### src/rtl/uart_arb_pkg.sv
// Shared constants for the UART transmit arbiter: state encoding, byte width,
// and the lock-timeout counter width helper.
package uart_arb_pkg;

  localparam int unsigned BYTE_W = 8;

  localparam logic [1:0] IDLE_S = 2'd0;
  localparam logic [1:0] HOLD_S = 2'd1;
  localparam logic [1:0] GAP_S  = 2'd2;
  localparam logic [1:0] LOCK_S = 2'd3;

  function automatic int unsigned cnt_width(input int unsigned timeout);
    return (timeout > 2) ? $clog2(timeout) : 1;
  endfunction

endpackage

### src/rtl/uart_tx_arbiter_if.sv
// Requester and transmitter-side signals of the UART transmit arbiter.
// master = arbiter side, slave = requesters plus transmitter.
interface uart_tx_arbiter_if
  import uart_arb_pkg::*;
#(
  parameter int unsigned NUM_REQ = 4
);
  logic [NUM_REQ-1:0]        req_valid_i;
  logic [BYTE_W*NUM_REQ-1:0] req_data_i;
  logic [NUM_REQ-1:0]        req_last_i;
  logic [NUM_REQ-1:0]        req_ack_o;
  logic [BYTE_W-1:0]         dout_8b_o;
  logic                      dout_valid_o;
  logic                      tx_busy_i;
  logic [NUM_REQ-1:0]        grant_o;

  modport master (
    input  req_valid_i, req_data_i, req_last_i, tx_busy_i,
    output req_ack_o, dout_8b_o, dout_valid_o, grant_o
  );

  modport slave (
    output req_valid_i, req_data_i, req_last_i, tx_busy_i,
    input  req_ack_o, dout_8b_o, dout_valid_o, grant_o
  );
endinterface

### src/rtl/uart_rr_pick.sv
// Combinational round-robin picker: first set request at or above the
// pointer, wrapping from NUM_REQ-1 back to 0.
module uart_rr_pick
  import uart_arb_pkg::*;
#(
  parameter int unsigned NUM_REQ = 4,
  localparam int unsigned IW = $clog2(NUM_REQ)
) (
  input  logic [NUM_REQ-1:0] req,
  input  logic [IW-1:0]      ptr,
  output logic [NUM_REQ-1:0] win_oh,
  output logic [IW-1:0]      win_idx,
  output logic               win_any
);

  int unsigned   sum;
  logic [IW-1:0] pos;

  always_comb begin
    win_oh  = '0;
    win_idx = '0;
    win_any = 1'b0;
    sum     = 0;
    pos     = '0;
    for (int unsigned i = 0; i < NUM_REQ; i++) begin
      sum = 32'(ptr) + i;
      if (sum >= NUM_REQ) sum = sum - NUM_REQ;
      pos = IW'(sum);
      if (!win_any && req[pos]) begin
        win_any     = 1'b1;
        win_oh[pos] = 1'b1;
        win_idx     = pos;
      end
    end
  end

endmodule

### src/rtl/uart_tx_arbiter.sv
// Round-robin arbiter sharing the UART transmit byte path between NUM_REQ
// sources. Define UART_ARB_LOCK_EN to keep the grant until a byte with last=1.
module uart_tx_arbiter
  import uart_arb_pkg::*;
#(
  parameter int unsigned NUM_REQ      = 4,
  parameter int unsigned LOCK_TIMEOUT = 4096
) (
  input logic              clk_i,
  input logic              rst_i,
  uart_tx_arbiter_if.master bus
);

  localparam int unsigned IW = $clog2(NUM_REQ);

  logic [1:0]         state_q;
  logic [IW-1:0]      ptr_q;
  logic [IW-1:0]      win_idx;
  logic [IW-1:0]      next_ptr;
  logic [NUM_REQ-1:0] win_oh;
  logic [NUM_REQ-1:0] pick_req;
  logic               win_any;
  logic               issue;
  logic [BYTE_W-1:0]  win_byte;

`ifdef UART_ARB_LOCK_EN
  localparam int unsigned CW = cnt_width(LOCK_TIMEOUT);
  logic [CW-1:0] cnt_q;
  logic          last_q;
  logic          owner_valid;

  // While locked only the current owner is offered to the picker, so the
  // normal issue path also handles locked issue and pointer update.
  assign owner_valid = |(bus.req_valid_i & bus.grant_o);
  assign pick_req    = (state_q == LOCK_S) ? (bus.req_valid_i & bus.grant_o) : bus.req_valid_i;
  assign issue       = ((state_q == IDLE_S) || (state_q == LOCK_S)) && win_any && !bus.tx_busy_i;
`else
  logic unused_cfg;
  assign unused_cfg = ^{bus.req_last_i, LOCK_TIMEOUT[0]};
  assign pick_req   = bus.req_valid_i;
  assign issue      = (state_q == IDLE_S) && win_any && !bus.tx_busy_i;
`endif

  uart_rr_pick #(.NUM_REQ(NUM_REQ)) u_pick (
    .req     (pick_req),
    .ptr     (ptr_q),
    .win_oh  (win_oh),
    .win_idx (win_idx),
    .win_any (win_any)
  );

  assign next_ptr = (win_idx == IW'(NUM_REQ - 1)) ? '0 : win_idx + IW'(1);

  always_comb begin
    win_byte = '0;
    for (int unsigned k = 0; k < NUM_REQ; k++) begin
      if (win_oh[k]) win_byte = win_byte | bus.req_data_i[k*BYTE_W +: BYTE_W];
    end
  end

  always_ff @(posedge clk_i or posedge rst_i) begin
    if (rst_i) begin
      state_q          <= IDLE_S;
      ptr_q            <= '0;
      bus.grant_o      <= '0;
      bus.dout_8b_o    <= '0;
      bus.dout_valid_o <= 1'b0;
      bus.req_ack_o    <= '0;
`ifdef UART_ARB_LOCK_EN
      cnt_q            <= '0;
      last_q           <= 1'b0;
`endif
    end else begin
      bus.dout_valid_o <= 1'b0;
      bus.req_ack_o    <= '0;
      if (issue) begin
        bus.grant_o      <= win_oh;
        bus.dout_8b_o    <= win_byte;
        bus.dout_valid_o <= 1'b1;
        bus.req_ack_o    <= win_oh;
        ptr_q            <= next_ptr;
        state_q          <= HOLD_S;
`ifdef UART_ARB_LOCK_EN
        cnt_q            <= '0;
        last_q           <= |(bus.req_last_i & win_oh);
`endif
      end else begin
        case (state_q)
          IDLE_S: state_q <= IDLE_S;
          HOLD_S: state_q <= GAP_S;
`ifdef UART_ARB_LOCK_EN
          GAP_S:  state_q <= last_q ? IDLE_S : LOCK_S;
          LOCK_S: begin
            if (!owner_valid) begin
              if (cnt_q == CW'(LOCK_TIMEOUT - 1)) begin
                state_q <= IDLE_S;
                cnt_q   <= '0;
              end else begin
                cnt_q <= cnt_q + CW'(1);
              end
            end
          end
`else
          GAP_S:  state_q <= IDLE_S;
`endif
          default: state_q <= IDLE_S;
        endcase
      end
    end
  end

endmodule
### src/flat_wrapper.sv
// flat-port wrapper written by rule: the top's interface ports become plain ports
module uart_tx_arbiter_flat import uart_arb_pkg::*;
#(
  parameter int unsigned NUM_REQ      = 4,
  parameter int unsigned LOCK_TIMEOUT = 4096
)
  (clk_i, rst_i, bus_req_valid_i, bus_req_data_i, bus_req_last_i, bus_tx_busy_i, bus_req_ack_o, bus_dout_8b_o, bus_dout_valid_o, bus_grant_o);
  uart_tx_arbiter_if #(.NUM_REQ(NUM_REQ)) bus_i ();
  input logic clk_i;
  input logic rst_i;
  input wire logic [$bits(bus_i.req_valid_i)-1:0] bus_req_valid_i;
  input wire logic [$bits(bus_i.req_data_i)-1:0] bus_req_data_i;
  input wire logic [$bits(bus_i.req_last_i)-1:0] bus_req_last_i;
  input wire logic [$bits(bus_i.tx_busy_i)-1:0] bus_tx_busy_i;
  output wire logic [$bits(bus_i.req_ack_o)-1:0] bus_req_ack_o;
  output wire logic [$bits(bus_i.dout_8b_o)-1:0] bus_dout_8b_o;
  output wire logic [$bits(bus_i.dout_valid_o)-1:0] bus_dout_valid_o;
  output wire logic [$bits(bus_i.grant_o)-1:0] bus_grant_o;
  assign bus_i.req_valid_i = bus_req_valid_i;
  assign bus_i.req_data_i = bus_req_data_i;
  assign bus_i.req_last_i = bus_req_last_i;
  assign bus_i.tx_busy_i = bus_tx_busy_i;
  assign bus_req_ack_o = bus_i.req_ack_o;
  assign bus_dout_8b_o = bus_i.dout_8b_o;
  assign bus_dout_valid_o = bus_i.dout_valid_o;
  assign bus_grant_o = bus_i.grant_o;
  uart_tx_arbiter #(.NUM_REQ(NUM_REQ), .LOCK_TIMEOUT(LOCK_TIMEOUT)) u_core (.clk_i(clk_i), .rst_i(rst_i), .bus(bus_i));
endmodule
### config.mk
export PLATFORM = sky130hd
export DESIGN_NAME = uart_tx_arbiter_flat
export DESIGN_NICKNAME = d
export VERILOG_FILES = /design/src/rtl/uart_arb_pkg.sv /design/src/rtl/uart_tx_arbiter_if.sv /design/src/rtl/uart_rr_pick.sv /design/src/rtl/uart_tx_arbiter.sv /design/src/flat_wrapper.sv
export SDC_FILE = /design/constraint.sdc
export NUM_CORES = 1
export LEC_CHECK = 0
export ABC_AREA = 1
export BUFFER_PORTS_ARGS = -buffer_cell sky130_fd_sc_hd__buf_2
export CORE_AREA = 2 2 50 64
export CTS_BUF_LIST = sky130_fd_sc_hd__clkbuf_8
export CTS_CLUSTER_SIZE = 24
export DETAILED_ROUTE_END_ITERATION = 16
export DIE_AREA = 0 0 52 66
export PLACE_DENSITY = 0.81
export SETUP_SLACK_MARGIN = 0.1
export SYNTH_ARGS = -nofsm -noshare
export SYNTH_HDL_FRONTEND = slang
export SYNTH_SLANG_ARGS = --single-unit
export TNS_END_PERCENT = 50
### constraint.sdc
create_clock -name clk_i -period 3.3 [get_ports clk_i]
set_input_delay 0.33 -clock clk_i [delete_from_list [all_inputs] [get_ports clk_i]]
set_output_delay 0.33 -clock clk_i [all_outputs]
set_load 0.02 [all_outputs]
### Word-level counts from Yosys, hierarchy flattened

Index checks and enable logic that the tools add are counted.

* bits in registers: 21
* input port bits: 43
* output and inout port bits: 17
* logic and storage cells: 89

* $add $sub $neg: 8
* order comparisons: 12
* eq/ne operators: 2
* mux-type cells: 41
* bitwise gates (word level): 6
* reductions and logical operators: 14

Operator list (number)
* two-way mux 8 bit: 4
* OR 8 bit: 3
* two-way mux 2 bit: 11
* two-way mux 4 bit: 5
* two-way mux 1 bit: 13
* less-than comparator 2 x 3 -> 1 bit (second input constant): 4
* OR 4 bit: 3
* greater-or-equal comparator 3 bit (second input constant): 3
* logical AND 1 bit: 9
* binary-select mux 1 bit (select 2 bit): 4
* demux 1 bit (select 2 bit): 4
* greater-or-equal comparator 2 x 1 -> 1 bit (second input constant): 4
* subtractor 2 x 1 -> 2 bit (second input constant): 4
* adder 2 x 2 -> 3 bit (second input constant): 2
* logical NOT 1 bit: 4
* adder 2 x 1 -> 3 bit (second input constant): 1
* greater-or-equal comparator 2 x 3 -> 1 bit (second input constant): 1
* adder 2 x 1 -> 2 bit (second input constant): 1
* equality test 2 x 1 -> 1 bit (second input constant): 1
* equality test 2 bit (second input constant): 1
* logical NOT 2 bit: 1

### Depth between registers and ports, before layout

* depth in word-level cells: 21
* mapped depth: 16

### By module

A second synthesis with hierarchy kept.

* cell total of the unflattened synthesis: 207
* area, all modules: 1478.9 sq um

Modules (own cells, without submodules)
* uart_tx_arbiter: instances 1, cells an instance 133, area an instance 1038.5 sq um, sequential area each 500.5 sq um
* uart_rr_pick: instances 1, cells an instance 74, area an instance 440.4 sq um, sequential area each 0.0 sq um

### Least setup slack after synthesis

OpenSTA, ideal clock, no wires.

* kind: flip-flop to flip-flop
* start: register (tool-made name)
* end: register u_core.bus.dout_8b_o[0]
* arrival: 1.867 ns
* data required time: 3.183 ns
* setup slack: 1.316 ns
* stages on the path, launching flop included: 14
* clock period less this slack: 1.984 ns
* cell sequence: dfrtp_1 -> buf_6 -> inv_6 -> ha_1 -> inv_1 -> nand3_1 -> nand2_1 -> nor2_4 -> a21boi_0 -> nand3_2 -> nand2_1 -> nand3_1 -> nor2_1 -> nor2_1

RTL lines
* to (signal assigned): RTL line uart_tx_arbiter.sv:78 `bus.dout_8b_o <= win_byte;`
* to (decl): RTL line uart_tx_arbiter_if.sv:19 `output req_ack_o, dout_8b_o, dout_valid_o, grant_o`

==> flow_summary.ini <==
[floorplan]
start_util_pct = 51.28
io_pins = 60
num_rows = 22
die_x_um = 52
die-height_um = 66
dieArea_um2 = 3432
core_area_um2 = 2835

[clock_network]
cts_root_buf = clkbuf_8
clk_latency_ns = 0.25
cts_inserted_buffers = 3
cts_tree = built
clk_pin_slew_ns = 0.08
hold_buffers = 0
clock_sinks = 20
ctsResizeCount = 0
cts_setup_buffers = 0
clk_path_buf_depth = 2
htree_levels = 1

[place]
dpl.hpwl_um = 2566
place_inst = 298
gp_congestion = 0.9201
placed_area_um2 = 1744
port_buffers = 55

[final_layout]
utilization_pct = 64.03
drive_above_1_share_pct = 30.83
fill_cells = 270
fin_nets = 316
diodes = 0
design_area_um2 = 1815
layout.cells.non_filler = 302
syn2layout_area_growth_pct = 24.87

[drt]
wirelength_um = 3373
wl_per_cell_um = 11.17
drc = 0
drt_iter0_markers = 39
vias_per_cell = 4.871
vias = 1471
ant_nets = 0
firstDrtPassIters = 4

[timing]
fin_crit_sh_pct = 73.79
tns_ns = 0
hold_violations = 0
slew_violations = 0
finalSetupViolCount = 0
finalClockSkew_ns = 0.004771
rsz0062_at_grt = no
maxSlewHeadroom_pct = 50.28
worstMarginPinSlew_ns = 0.7450
timing.fmax_mhz = 410.6
fin_crit_ns = 2.435

[critical_path]
rrSetupSlack_ns = 0.86
end_kind = flip-flop
arrival_ns = 2.58
critPathMaxFanout = 10
path_class = flip-flop to flip-flop
critPathRequiredTime_ns = 3.44
reg2reg_depth = 12
startpoint_type = flip-flop
r2r_end = u_core.bus.dout_8b_o[5]

[yosys]
synth_area_leaders = dfrtp_1 34%, nand2_1 23%, nor2_1 6.7%, ha_1 5.2%, nand3_1 5.2%
syn_nets = 259
synthCells = 210
synthesis.area_um2 = 1454
synth.most_common_cell = nand2_1
synth.yosys.seq_area_share_pct = 34.42
avgSynthCellArea_um2 = 6.923
synth_edf_count = 0
synth_cell_types = 22
synth-async-reset-ratio_pct = 100.0
synth_top_area_cell = dfrtp_1
synth_seq_cells = 20
synth_top_area_share_pct = 34.42
synth_common_cells = 88 x nand2_1, 26 x nor2_1, 20 x dfrtp_1, 16 x inv_1, 15 x nand3_1
yosys_warnings = 0
ys.flop_type = dfrtp_1

[grt]
grt_pass1_vias = 1350
grt_pass1_wl_um = 5671
antenna_found_initial = 0
overflow = 0
grt_max_degree = 23
grt_usage_pct = 21.60

[power]
power_uw = 2110
power.share.combinational_pct = 67.6
seqPwrFrac_pct = 21.0
powerDensity_nw_per_um2 = 1162
swShare_pct = 53.53
ir_drop_mv = 0.5412
intPower_uw = 980.6
p_sw_uw = 1130
p_leak_uw = 0.001074
pwr-share-clk_pct = 11.4

[status]
outcome = finished, final reports clean

[hold_path]
hp-class = input port to async pin

[flow_run]
drv_cap = 0
sequential cells by signal (all words and copies together), names as in the netlist, named ones only:
register and cells:
u_core.ptr_q 1, u_core.state_q 2, u_core.bus.req_ack_o 4, u_core.bus.dout_8b_o 8
u_core.bus.grant_o 4
cells in the final DEF (no fill, tap or decap), drive strengths merged:
cell type	n
nand4	3
ha	6
nand3	20
inv	20
buf	55
bufinv	1
nand2	99
xor2	1
a31oi	1
dfrtp	20
nor2	29
nor3	1
a21oi	4
a21boi	3
clkbuf	3
final cells by class:
class	count	area, um^2	share of cell area [%]
inverter	20	82.58	4.549
tap	36	45.04	2.481
clock buffer	3	41.29	2.274
sequential	20	500.5	27.57
multi-input combinational	167	840.8	46.31
timing repair buffer	55	275.3	15.16
clock inverter	1	30.03	1.654
layer usage:
metal	up-vias	GRT usage (%)	part of all wire, %
met5	-	0	0
met4	0	1.974	0.42
met3	2	3.846	5.3
met2	45	40.98	52
met1	659	25.54	42
li1	765	-	-
power groups by stage:
stage	clock, uW	combinational, uW	sequential, uW
after floorplan	0	1030	536
after global placement	0	1390	448
after detailed placement	0	1430	448
after CTS	242	1440	445
after global routing	253	1620	460
final	241	1430	443
worst max-delay path: stages (launching register included):
cell and delay (ns):
dfrtp_1 0.63, inv_6 0.11, ha_1 0.40, inv_1 0.12
nand3_1 0.09, nand2_1 0.13, nor2_4 0.08, a21boi_0 0.19
nand3_2 0.22, nand2_1 0.12, nand3_1 0.07, nor2_1 0.11
nor2_1 0.05
cell families after synthesis:
kind of cell	Yosys count	share of synthesized area, %
and+or+nand+nor	152	48.71
buffers and inverters	23	7.746
DFF	20	34.42
AOI/OAI and AO/OA	8	3.357
adders and majority gates	6	5.163
xor gates and xnor gates	1	0.6025
through the flow:
step | hold WS (ns) | setup WS, ns
6_report | 0.1919 | 0.8648
5_1_grt | 0.2605 | 0.5568
4_1_cts | 0.2222 | 0.8392
3_5_place_dp | 0.4198 | 0.8588
3_3_place_gp | 0.4104 | 0.8804
2_1_floorplan | 0.2938 | 1.316
worst max-delay path by stage:
stage                              endpoint  slack, ns  cells past startpoint
floorplan           u_core.bus.dout_8b_o[0]       1.32                     13
global placement    u_core.bus.dout_8b_o[5]       0.88                     12
detailed placement  u_core.bus.dout_8b_o[5]       0.86                     12
CTS                 u_core.bus.dout_8b_o[5]       0.84                     12
global route        u_core.bus.dout_8b_o[7]       0.56                     12
finish              u_core.bus.dout_8b_o[5]       0.86                     12
Power figures use the tool's default switching activity.
